## config.mk

```make
export PLATFORM = sky130hd
export DESIGN_NAME = osd_spi_sequencer
export DESIGN_NICKNAME = d
export VERILOG_FILES = /design/src/rtl/osd_pkg.sv /design/src/rtl/osd_sync_edge.sv /design/src/rtl/osd_spi_sequencer.sv
export SDC_FILE = /design/constraint.sdc
export NUM_CORES = 1
export LEC_CHECK = 0
export CAP_MARGIN = 20
export CELL_PAD_IN_SITES_DETAIL_PLACEMENT = 1
export CELL_PAD_IN_SITES_GLOBAL_PLACEMENT = 1
export CORE_MARGIN = 2
export CORE_UTILIZATION = 43
export CTS_CLUSTER_SIZE = 20
export DETAILED_ROUTE_END_ITERATION = 8
export PLACE_DENSITY_LB_ADDON = 0.1
export SETUP_SLACK_MARGIN = 0.1
export SYNTH_ARGS = -nofsm -noshare
export SYNTH_HDL_FRONTEND = slang
export SYNTH_SLANG_ARGS = --single-unit
```

## constraint.sdc

```tcl
create_clock -name pclk -period 2.31 [get_ports pclk]
set_input_delay 0.5775 -clock pclk [delete_from_list [all_inputs] [get_ports pclk]]
set_output_delay 0.5775 -clock pclk [all_outputs]
set_load 0.02 [all_outputs]
```

## src/rtl/osd_pkg.sv

```systemverilog
// Shared definitions for the OSD SPI sequencer: opcodes, FSM states, buffer geometry.
package osd_pkg;

  // Command opcode field (cmd[7:3])
  localparam logic [4:0] OSD_CMD_WRITE  = 5'b00100;
  localparam logic [4:0] OSD_CMD_ENABLE = 5'b01000;

  // OSD buffer geometry: 8 lines of 128 columns
  localparam int OSD_LINE_W = 3;
  localparam int OSD_COL_W  = 7;
  localparam int OSD_ADDR_W = OSD_LINE_W + OSD_COL_W;

  typedef enum logic [1:0] {
    IDLE  = 2'd0,
    CMD   = 2'd1,
    WRITE = 2'd2,
    SKIP  = 2'd3
  } osd_state_t;

  // Buffer address as {line, column}
  function automatic logic [OSD_ADDR_W-1:0] osd_addr(input logic [OSD_LINE_W-1:0] line,
                                                     input logic [OSD_COL_W-1:0]  col);
    return {line, col};
  endfunction

endpackage

```

## src/rtl/osd_sync_edge.sv

```systemverilog
// Multi-flop synchroniser with rising-edge detect and a "chain filled" flag.
module osd_sync_edge #(
  parameter int   STAGES    = 2,
  parameter logic RESET_VAL = 1'b0
) (
  input  logic pclk,
  input  logic reset_n,
  input  logic async_in,
  output logic sync_out,
  output logic rise,
  output logic primed
);

  logic [STAGES-1:0] chain;
  logic [STAGES-1:0] fill;
  logic              prev;

  // Shift the asynchronous input through the chain and remember the last synchronised value
  always_ff @(posedge pclk or negedge reset_n) begin
    if (!reset_n) begin
      // NOTE: all flops here use non-blocking assignment so each stage samples the
      // previous stage's old value; blocking would collapse the chain into one flop.
      chain <= {STAGES{RESET_VAL}};
      fill  <= '0;
      prev  <= RESET_VAL;
    end else begin
      chain[0] <= async_in;
      fill[0]  <= 1'b1;
      for (int i = 1; i < STAGES; i++) begin
        chain[i] <= chain[i-1];
        fill[i]  <= fill[i-1];
      end
      prev <= chain[STAGES-1];
    end
  end

  // prev resets to the same value as the chain, so no edge is seen right after reset
  assign sync_out = chain[STAGES-1];
  assign rise     = chain[STAGES-1] & ~prev;
  // High once every stage holds a real sample rather than the reset value
  assign primed   = fill[STAGES-1];

endmodule

```

## src/rtl/osd_spi_sequencer.sv

```systemverilog
// SPI command sequencer feeding the OSD line buffer and the OSD enable flag.
module osd_spi_sequencer
  import osd_pkg::*;
#(
  parameter int SYNC_STAGES = 2,
  parameter int LINE_BYTES  = 256
) (
  input  logic                  pclk,
  input  logic                  reset_n,
  input  logic                  sck,
  input  logic                  ss,
  input  logic                  sdi,
  output logic                  osd_enable,
  output logic                  buf_we,
  output logic [OSD_ADDR_W-1:0] buf_addr,
  output logic [7:0]            buf_data,
  output logic                  cmd_strobe,
  output logic [7:0]            cmd_byte
);

  localparam int BCW = $clog2(LINE_BYTES + 1);
  localparam logic [BCW-1:0] LINE_MAX = BCW'(LINE_BYTES);

  logic sck_s, sck_rise, sck_primed;
  logic ss_s, ss_rise_unused, ss_primed;
  logic sdi_s, sdi_rise_unused, sdi_primed;

  osd_sync_edge #(.STAGES(SYNC_STAGES), .RESET_VAL(1'b0)) u_sync_sck (
    .pclk(pclk), .reset_n(reset_n), .async_in(sck),
    .sync_out(sck_s), .rise(sck_rise), .primed(sck_primed)
  );

  // NOTE: ss resets to 1 (deselected) so the sequencer cannot start a frame
  // until a real low level has been synchronised after reset.
  osd_sync_edge #(.STAGES(SYNC_STAGES), .RESET_VAL(1'b1)) u_sync_ss (
    .pclk(pclk), .reset_n(reset_n), .async_in(ss),
    .sync_out(ss_s), .rise(ss_rise_unused), .primed(ss_primed)
  );

  osd_sync_edge #(.STAGES(SYNC_STAGES), .RESET_VAL(1'b0)) u_sync_sdi (
    .pclk(pclk), .reset_n(reset_n), .async_in(sdi),
    .sync_out(sdi_s), .rise(sdi_rise_unused), .primed(sdi_primed)
  );

  logic sck_s_unused;
  assign sck_s_unused = sck_s;

  logic primed;
  assign primed = sck_primed & ss_primed & sdi_primed;

  osd_state_t          state, state_d;
  logic                armed, armed_d;
  logic [7:0]          shift_q, shift_d;
  logic [2:0]          bit_cnt_q, bit_cnt_d;
  logic [BCW-1:0]      byte_cnt_q, byte_cnt_d;
  logic [OSD_LINE_W-1:0] line_q, line_d;

  logic                  osd_enable_d, buf_we_d, cmd_strobe_d;
  logic [OSD_ADDR_W-1:0] buf_addr_d;
  logic [7:0]            buf_data_d, cmd_byte_d;

  logic [7:0]  new_byte;
  logic [15:0] k_ext;
  assign new_byte = {shift_q[6:0], sdi_s};
  assign k_ext    = 16'(byte_cnt_q);

  // Next-state and next-output logic; ss deselect overrides everything
  always_comb begin
    // NOTE: every signal gets a default first so no path leaves one unassigned,
    // which would otherwise infer a latch.
    state_d      = state;
    armed_d      = armed | (primed & ss_s);
    shift_d      = shift_q;
    bit_cnt_d    = bit_cnt_q;
    byte_cnt_d   = byte_cnt_q;
    line_d       = line_q;
    osd_enable_d = osd_enable;
    buf_we_d     = 1'b0;
    buf_addr_d   = buf_addr;
    buf_data_d   = buf_data;
    cmd_strobe_d = 1'b0;
    cmd_byte_d   = cmd_byte;

    if (ss_s) begin
      state_d    = IDLE;
      shift_d    = '0;
      bit_cnt_d  = '0;
      byte_cnt_d = '0;
    end else if (state == IDLE) begin
      // Only a frame that started after reset (ss seen high) is accepted
      if (armed) begin
        state_d    = CMD;
        bit_cnt_d  = '0;
        byte_cnt_d = '0;
      end
    end else if (sck_rise) begin
      shift_d   = new_byte;
      bit_cnt_d = bit_cnt_q + 3'd1;
      if (bit_cnt_q == 3'd7) begin
        unique case (state)
          CMD: begin
            cmd_byte_d   = new_byte;
            cmd_strobe_d = 1'b1;
            line_d       = new_byte[OSD_LINE_W-1:0];
            byte_cnt_d   = '0;
            if (new_byte[7:3] == OSD_CMD_WRITE) begin
              state_d = WRITE;
            end else if (new_byte[7:3] == OSD_CMD_ENABLE) begin
              osd_enable_d = new_byte[0];
              state_d      = SKIP;
            end else begin
              state_d = SKIP;
            end
          end
          WRITE: begin
            // Only odd payload bytes are stored; the count saturates at the line end
            if (byte_cnt_q[0] && (byte_cnt_q < LINE_MAX)) begin
              buf_we_d   = 1'b1;
              buf_addr_d = osd_addr(line_q, k_ext[7:1]);
              buf_data_d = new_byte;
            end
            if (byte_cnt_q < LINE_MAX) begin
              byte_cnt_d = byte_cnt_q + BCW'(1);
            end
          end
          default: ;
        endcase
      end
    end
  end

  // State, datapath and registered outputs
  always_ff @(posedge pclk or negedge reset_n) begin
    if (!reset_n) begin
      state      <= IDLE;
      armed      <= 1'b0;
      shift_q    <= '0;
      bit_cnt_q  <= '0;
      byte_cnt_q <= '0;
      line_q     <= '0;
      osd_enable <= 1'b0;
      buf_we     <= 1'b0;
      buf_addr   <= '0;
      buf_data   <= '0;
      cmd_strobe <= 1'b0;
      cmd_byte   <= '0;
    end else begin
      state      <= state_d;
      armed      <= armed_d;
      shift_q    <= shift_d;
      bit_cnt_q  <= bit_cnt_d;
      byte_cnt_q <= byte_cnt_d;
      line_q     <= line_d;
      osd_enable <= osd_enable_d;
      buf_we     <= buf_we_d;
      buf_addr   <= buf_addr_d;
      buf_data   <= buf_data_d;
      cmd_strobe <= cmd_strobe_d;
      cmd_byte   <= cmd_byte_d;
    end
  end

endmodule

```

=== Word-level counts from Yosys, hierarchy flattened ===
Index checks and enable logic that the tools add are counted.

* Add/sub/neg operators: 2
* $lt $le $gt $ge: 1
* Eq/ne operators: 8
* Mux-type cells: 32
* Bitwise gates (word level): 9
* Reduce and logical (&&, ||, !) cells: 14

{| class="wikitable"
|+ Operator list
! operator !! count
|-
| 9-bit 2-to-1 mux || 6
|-
| 7-bit 2-to-1 mux || 3
|-
| 9-bit one-hot mux with 2 select lines || 1
|-
| 1-bit 2-to-1 mux || 12
|-
| 2-bit 2-to-1 mux || 6
|-
| 3-bit 2-to-1 mux || 4
|-
| 5-bit AND reduction || 2
|-
| 9-bit by 1-bit adder with 9-bit output, second input constant || 1
|-
| 9-bit < comparator, second input constant || 1
|-
| 3-bit nonzero test || 3
|-
| 7-bit AND reduction || 1
|-
| 6-bit AND reduction || 1
|-
| 5-bit by 3-bit == test with 1-bit output, second input constant || 1
|-
| 5-bit by 4-bit == test with 1-bit output, second input constant || 1
|-
| 1-bit AND || 4
|-
| 4-bit by 3-bit inequality test with 1-bit output, second input constant || 1
|-
| 1-bit inverter || 4
|-
| 2-bit AND reduction || 2
|-
| 4-bit AND reduction || 1
|-
| 4-bit nonzero test || 1
|-
| 3-bit by 1-bit adder with 3-bit output, second input constant || 1
|-
| 3-bit == test, second input constant || 1
|-
| 3-bit by 2-bit inequality test with 1-bit output, second input constant || 1
|-
| 2-bit by 1-bit == test with 1-bit output, second input constant || 1
|-
| other kinds (6) || 6
|}

* Bits in registers: 67
* Logic and storage cells: 85

=== Longest topological paths before layout ===
Gate-level depths: netlist (run 1).

* Word-level depth: 8
* Mapped depth: 9
* Mapped depth without buffers: 7

=== Cells and area by module ===
Synthesis (run 1) repeated with hierarchy kept, for this count alone.

* Cells, all modules: 199
* Area total of the unflattened synthesis: 2693.8 µm²

{| class="wikitable"
|+ By module, submodules not included
! module !! instances !! cells an instance !! area an instance (µm²) !! sequential area each (µm²)
|-
| osd_spi_sequencer || 1 || 178 || 2262.2 || 1276.2
|-
| osd_sync_edge (u_sync_sck ...) || 2 || 7 || 142.6 || 125.1
|-
| osd_sync_edge (u_sync_ss) || 1 || 7 || 146.4 || 128.9
|}

=== Worst setup path after synthesis (run 1) ===
Ideal clock, no wire load.

* Path kind: flip-flop to flip-flop
* Start point: register bit_cnt_q[0]
* End point: register osd_enable
* Library setup time: 127 ps
* Arrival: 1843 ps
* Required time: 2183 ps
* Setup slack: 340 ps
* Stages on the path, launching flop included: 9
* Clock period less this slack: 1970 ps
* Cell sequence: dfrtp_1 > ha_1 > ha_1 > nand3b_1 > or4_4 > buf_6 > clkinv_4 > and4b_1 > mux2_1

* Word-level cells in the longest chain between the ends: 2

{| class="wikitable"
|+ RTL lines
! what !! RTL line !! text
|-
| from (decl) || osd_spi_sequencer.sv:54 || <nowiki>logic [2:0] bit_cnt_q, bit_cnt_d;</nowiki>
|-
| from (signal assigned) || osd_spi_sequencer.sv:151 || <nowiki>bit_cnt_q <= bit_cnt_d;</nowiki>
|-
| 3-bit == test || osd_spi_sequencer.sv:99 || <nowiki>if (bit_cnt_q == 3'd7) begin</nowiki>
|-
| 7-bit AND reduction (no line) || n/a ||
|-
| to (signal assigned) || osd_spi_sequencer.sv:154 || <nowiki>osd_enable <= osd_enable_d;</nowiki>
|-
| to (decl) || osd_spi_sequencer.sv:13 || <nowiki>output logic osd_enable,</nowiki>
|}

Every way passes these cells.
A chain may end at the register's enable or synchronous reset.

=== Final worst setup path (run 1) ===
Ends and elaborated chain as after synthesis.

==> metrics.csv, run 1 <==
stage;metric;value;unit
critical_path;crit_slowest_cell;or4_4;
timing;skew;12.57;ps
clocking;cts_tree;done;
yosys;ys_seq_area_frac;0.5846;
clocking;clock-sinks;60;
global_routing;grt.overflow.total;0;
floorplan;io_pins;34;
layout;layout.nets;274;
run;drv_cap;0;
yosys;yosysMostFrequentCell;dfrtp_1;
critical_path;critPathCaptureType;register;
yosys;yosys.area.top_type;dfrtp_1;
power;power.density_cell_area;600.8;nW/um^2
floorplan;start_util;0.4397;
global_routing;grt_max_degree;41;
outcome;status;completed;
route;drcViolationCount;0;
critical_path;cp_cell_sequence;ha_2, ha_4, nand3b_1, or4_4, inv_8, and4b_1, mux2_1;
critical_path;reg2regPathDepth;7;
hold_path;hp-class;input port to asynchronous set/reset pin;
critical_path;r2r-end;osd_enable$_DFFE_PN0P_;
place;dpl.hpwl;3764;um
yosys;synth_top_area_frac;0.5642;
critical_path;crit_end;osd_enable$_DFFE_PN0P_;
floorplan;die_height;81.35;um
layout;areaGrowthSynthToFinish;24.12;%
timing;post-route-period-util;0.9114;
global_routing;grt_pass1_vias;1852;
critical_path;start_kind;register;
yosys;synthDistinctLibCells;44;
timing;final_max_slew_viol_count;0;
critical_path;critPathKind;register to register;
critical_path;critPathMaxStageDelay;570;ps
yosys;syn-cell-area;2572;um^2
clocking;cts-htree-levels;3;
route;drt-pass1-iter-count;4;
clocking;clock_latency;350;ps
layout;diodes;0;
route;ant_nets;0;
floorplan;dieArea;6617;um^2
timing;setup_tns;0;ps
global_routing;antenna_found_initial;0;
yosys;syn_inst;219;
layout;drive_gt1_frac;0.2111;
critical_path;crit_path_start;bit_cnt_q[0]$_DFFE_PN0P_;
route;wl_per_cell;16.03;um
yosys;synth_ff_type;dfrtp_1;
timing;fin_crit;2105;ps
route;routed_wl;5529;um
critical_path;crit_required;2530;ps
yosys;ys.warnings.count;0;
clocking;clk_pin_slew_worst_paths;70;ps
route;drt_iter0_drc;44;
yosys;synthTopCellsByCount;58 x dfrtp_1, 46 x nand2_1, 18 x a21oi_1;
yosys;synth.net_count;227;
place;routabilityCongestion;0.8052;
power;p_leak;1.492;nW
timing;hold_violations;0;
power;vdd_drop_max;0.3311;mV
yosys;avgSynthCellArea;11.75;um^2
power;finalPower;1.918;mW
floorplan;row_count;28;
critical_path;crit_arrival;2330;ps
yosys;synth_seq_cells;60;
yosys;ys_top_cells_by_area;dfrtp_1 56%, nand2_1 6.7%, mux2_4 5.3%, mux2_2 3.9%, a21oi_1 3.5%;
place;io_buffers;33;
critical_path;reg2reg_slack;200;ps
timing;worst_pin_slew;612.3;ps
route;route.vias.total;1833;
layout;multi_input_area;972.2;um^2
clocking;clock_path_buffers;2;
critical_path;critPathMaxFanout;6;
critical_path;r2r_start;bit_cnt_q[0]$_DFFE_PN0P_;
route;viasPerCell;5.313;
global_routing;track_usage;0.1881;
timing;rsz0062_at_grt;no;
global_routing;grt_pass1_wl;9039;um
timing;maxSlewHeadroom;0.5900;
yosys;synth-edff-count;0;
timing;fmax;0.4750;GHz
timing;setup_violations;0;
yosys;async_flop_share;1.000;
floorplan;die_w;81.35;um
layout;fillerInstances;633;
floorplan;core;5851;um^2
clocking;root_buffer;clkbuf_8;
clocking;cts_made_buffers;9;
layout;seqCellArea;1504;um^2
flip-flops by register name, indices dropped and copies added, names as in the netlist:
| register | cells |
|---|---|
| u_sync_ss.chain | 2 |
| osd_enable | 1 |
| buf_data | 8 |
| state | 2 |
| u_sync_sdi.chain | 2 |
| u_sync_sck.chain | 2 |
| u_sync_ss.fill | 1 |
| cmd_byte | 8 |
| cmd_strobe | 1 |
| buf_we | 1 |
| shift_q | 7 |
| armed | 1 |
| u_sync_sck.fill | 1 |
| u_sync_sck.prev | 1 |
| buf_addr | 10 |
| bit_cnt_q | 3 |
| byte_cnt_q | 9 |
area by class of cell:
type                            count  area share
Timing Repair Buffer               46      0.1364
Clock inverter                      5    0.009404
Multi-Input combinational cell    143      0.3045
Inverter                            6    0.009404
Sequential cell                    60      0.4710
Clock buffer                       10     0.03997
Tap cell                           75     0.02939
metrics by stage:
step,utilization,cells,area [um^2],hold slack (ps),setup WS (ps)
after floorplan,-,219,2572,281.9,339.9
after global placement,0.5081,324,2973,332.7,282.0
after detailed placement,0.5081,324,2973,335.8,229.3
after CTS,0.5351,339,3131,208.5,217.6
after global routing,0.5458,345,3193,230.9,97.50
final,0.5458,345,3193,197.0,204.6
repair_timing:
action,in CTS,in global routing
endpoints found under the setup margin,0,1
resized for setup,0,4
buffers inserted,0,6
hold buffers,0,0
worst min path at each step:
stage,endpoint,slack [ps],cells past startpoint
finish,bit_cnt_q[1]$_DFFE_PN0P_,200,1
global placement,u_sync_sck.chain[1]$_DFF_PN0_,330,0
detailed placement,u_sync_sck.chain[1]$_DFF_PN0_,340,0
global route,byte_cnt_q[3]$_DFFE_PN0P_,230,1
floorplan,armed$_DFF_PN0_,280,0
CTS,bit_cnt_q[0]$_DFFE_PN0P_,210,1
per-layer routing:
| metal | global-route usage | up-vias | share of wire |
|---|---|---|---|
| met2 | 0.2959 | 37 | 0.48 |
| met1 | 0.2362 | 928 | 0.46 |
| met4 | 0.1017 | 0 | 0.021 |
| met5 | 0 | - | 0 |
| li1 | - | 859 | - |
| met3 | 0.05000 | 9 | 0.035 |
kinds of logic after synthesis:
kind of cell	after synthesis	share of synthesized area
compound gates	41	0.09485
fa+ha+maj	3	0.01459
buf+inv	16	0.04328
flops	60	0.5846
mux	19	0.09630
other cells	1	0.001458
simple gates	79	0.1649
power by group:
group / switching [mW] / leakage, nW / internal, mW
combinational: 0.0466 / 0.605 / 0.0234
sequential: 0.00966 / 0.808 / 1.06
clock: 0.400 / 0.0779 / 0.376
worst max-delay path: cells and delay by family, from the launching register on:
| kind | cells | cell delay (ps) |
|---|---|---|
| AND/OR/NAND/NOR | 3 | 880 |
| flip-flops | 1 | 380 |
| adder cells (fa/ha/maj) | 2 | 330 |
| multiplexers | 1 | 310 |
| buffers and inverters | 1 | 90 |
layout by cell type (no fill, tap or decap), types with 7 or more instances in the layout:
| cell | Yosys | final |
|---|---|---|
| a21oi_1 | 18 | 18 |
| buf_4 | 0 | 12 |
| clkbuf_8 | 0 | 9 |
| clkdlybuf4s50_1 | 0 | 32 |
| dfrtp_1 | 58 | 58 |
| mux2_2 | 9 | 9 |
| mux2_4 | 9 | 9 |
| nand2_1 | 46 | 46 |
| nand3_1 | 7 | 7 |
| o21ai_0 | 8 | 8 |
Power figures use the tool's default switching activity.
==> run 2: changes to the inputs <==
- CORE_UTILIZATION: 43 -> 45
- SYNTH_HIERARCHICAL: not set -> 1
==> run 2 against run 1 <==
  * Utilization up 3.8 points
  * Register-to-register slack better by 40 ps
  * Setup slack better by 40 ps
  * Fmax up 1.9%
  * Global-route usage up 0.12 points
  * Critical path depth unchanged
  * Clock power up 23%
  * Sequential share of layout area up 2.2 points
  * First-iteration DRC count up 64%
  * Clock-buffer cell count up 1
  * Largest cell class unchanged
  * Largest power group unchanged
==> metrics.csv, run 2 <==
stage;metric;value;unit;change
floorplan;io_pins;34;;unchanged
power;p_comb_frac;0.048;;was 0.036
clocking;cts-htree-levels;3;;unchanged
place;io_buffers;33;;unchanged
layout;final_common_cell;dfrtp_1;;unchanged
layout;layout.nets;251;;was 274
route;drt_iter0_drc;72;;was 44
route;wl_per_cell;17.20;um;was 16.03 um
power;clockPowerShare;0.432;;was 0.405
critical_path;crit_required;2560;ps;was 2530 ps
critical_path;start_kind;register;;unchanged
layout;layout_common_cells;62 x dfrtp_1, 32 x clkdlybuf4s50_1, 19 x mux2_2, 16 x nand2_1, 12 x a21oi_1;;was 58 x dfrtp_1, 46 x nand2_1, 32 x clkdlybuf4s50_1, 18 x a21oi_1, 12 x buf_4
power;finalPower;2.212;mW;was 1.918 mW
route;drcViolationCount;0;;unchanged
global_routing;track_usage;0.1893;;was 0.1881
timing;fin_crit;2065;ps;was 2105 ps
global_routing;grt_max_degree;65;;was 41
clocking;clock_latency;340;ps;was 350 ps
floorplan;die_height;80.23;um;was 81.35 um
floorplan;core;5574;um^2;was 5851 um^2
clocking;cts_tree;done;;unchanged
clocking;cts_made_buffers;9;;unchanged
power;seqPwrFrac;0.519;;was 0.559
layout;seqCellArea;1604;um^2;was 1504 um^2
yosys;syn_inst;195;;was 219
route;ant_nets;0;;unchanged
floorplan;start_util;0.4691;;was 0.4397
clocking;ctsResizeCount;0;;unchanged
global_routing;grt.overflow.total;0;;unchanged
route;routed_wl;5452;um;was 5529 um
route;drt-pass1-iter-count;4;;unchanged
clocking;clk_pin_slew_worst_paths;70;ps;about the same
floorplan;dieArea;6437;um^2;was 6617 um^2
power;vdd_drop_max;0.3884;mV;was 0.3311 mV
timing;hold_violations;0;;unchanged
timing;final_max_slew_viol_count;0;;unchanged
layout;multi_input_area;937.1;um^2;was 972.2 um^2
place;dpl.hpwl;3664;um;was 3764 um
yosys;ys.warnings.count;6;;was 0
layout;largestRegisters;buf_addr (10), byte_cnt_q (9);;unchanged
layout;fillerInstances;564;;was 633
critical_path;critPathMaxFanout;8;;was 6
timing;fmax;0.4842;GHz;was 0.4750 GHz
place;routabilityCongestion;0.7395;;was 0.8052
layout;top_register;buf_addr;;unchanged
yosys;syn-cell-area;2615;um^2;was 2572 um^2
timing;post-route-period-util;0.8941;;was 0.9114
clocking;root_buffer;clkbuf_8;;unchanged
timing;rsz0062_at_grt;no;;unchanged
global_routing;grt_pass1_vias;1797;;was 1852
power;power.density_cell_area;679.8;nW/um^2;was 600.8 nW/um^2
run;drv_cap;0;;unchanged
critical_path;crit_arrival;2310;ps;was 2330 ps
timing;skew;7.397;ps;was 12.57 ps
critical_path;critPathCaptureType;register;;unchanged
floorplan;die_w;80.23;um;was 81.35 um
layout;areaGrowthSynthToFinish;24.45;%;was 24.12%
power;switching_power;0.5100;mW;was 0.4561 mW
layout;diodes;0;;unchanged
global_routing;antenna_found_initial;0;;unchanged
yosys;avgSynthCellArea;13.41;um^2;was 11.75 um^2
timing;setup_tns;0;ps;unchanged
timing;setup_violations;0;;unchanged
power;p_int;1.702;mW;was 1.462 mW
critical_path;critPathKind;register to register;;unchanged
clocking;clock_path_buffers;2;;unchanged
global_routing;grt_pass1_wl;8956;um;was 9039 um
route;viasPerCell;5.211;;was 5.313
clocking;clock-sinks;64;;was 60
route;route.vias.total;1652;;was 1833
hold_path;hp-class;input port to asynchronous set/reset pin;;unchanged
yosys;synth.net_count;206;;was 227
power;p_leak;1.541;nW;was 1.492 nW
layout;drive_gt1_frac;0.2367;;was 0.2111
outcome;status;completed;;unchanged
layout;largest_reg_flops;10;;unchanged
power;switching_share;0.2305;;was 0.2377
floorplan;row_count;27;;was 28
## run 2: changes by cell type in the layout (fill, tap and decap cells not counted), moves of 6 or more
cell | before | now
nand2_1 | 46 | 16
mux2_2 | 9 | 19
nor2_1 | 2 | 10
a21oi_1 | 18 | 12
buf_4 | 12 | 6
## run 2: per-stage QoR
stage / hold WS (ps) / setup slack (ps) / utilization / std cells / area, um^2
final: 235.7 / 244.6 / 0.5838 / 317 / 3254
after global routing: 248.6 / 101.0 / 0.5838 / 317 / 3254
after CTS: 255.3 / 133.4 / 0.5789 / 315 / 3227
after detailed placement: 338.6 / 151.2 / 0.5434 / 299 / 3029
after global placement: 331.7 / 257.1 / 0.5434 / 299 / 3029
after floorplan: 281.9 / 325.9 / - / 195 / 2615
## run 2: power groups by stage
stage	Sequential (mW)	Combinational, mW	Clock (mW)
6_report	1.15	0.107	0.956
2_1_floorplan	1.17	0.0546	0
3_3_place_gp	1.17	0.101	0
3_5_place_dp	1.17	0.109	0
5_1_grt	1.15	0.120	1.03
4_1_cts	1.15	0.110	0.977
## run 2: final cells by class
cell class,instances,share of cell area
Multi-Input combinational cell,120,0.2880
Tap cell,72,0.02768
Timing Repair Buffer,41,0.1261
Inverter,4,0.004614
Clock inverter,5,0.01730
Clock buffer,11,0.04344
Sequential cell,64,0.4929
## run 2: path summary, 6_finish.rpt
check                                        startpoint  slack, ps                           end  cells after the start
setup / recovery                   state[0]$_DFFE_PN0P_        240     byte_cnt_q[7]$_DFFE_PN0P_                      7
hold / removal                                  reset_n        240     byte_cnt_q[7]$_DFFE_PN0P_                      2
setup reg to reg                   state[0]$_DFFE_PN0P_        240     byte_cnt_q[7]$_DFFE_PN0P_                      7
hold reg to reg            u_sync_sdi/fill[0]$_DFF_PN0_        360  u_sync_sdi/fill[1]$_DFF_PN0_                      0
max in group asynchronous                       reset_n       1740  u_sync_ss/chain[0]$_DFF_PN1_                      2
min in group pclk          u_sync_sdi/fill[0]$_DFF_PN0_        360  u_sync_sdi/fill[1]$_DFF_PN0_                      0
## run 2: timing repair
item | in CTS | in global routing
setup endpoints to repair | 0 | 12
buffers inserted | 0 | 2
hold buffers | 0 | 0
## run 2: worst max-delay path, cell delays in order, from the launching register on
cell and delay (ps):
dfrtp_1 390, inv_1 80, ha_1 210, buf_4 160, nor3b_1 350, nand4_1 320, nand2b_1 260, o21ai_0 200
## run 2: layer usage
layer | track usage | share of wire | wire [um] | vias to the layer above
met1 | 0.2359 | 0.45 | 2427 | 831
met4 | 0.09153 | 0.021 | 114 | 0
li1 | - | - | - | 775
met5 | 0 | 0 | 0 | -
met3 | 0.04382 | 0.036 | 195 | 9
met2 | 0.3100 | 0.50 | 2715 | 37
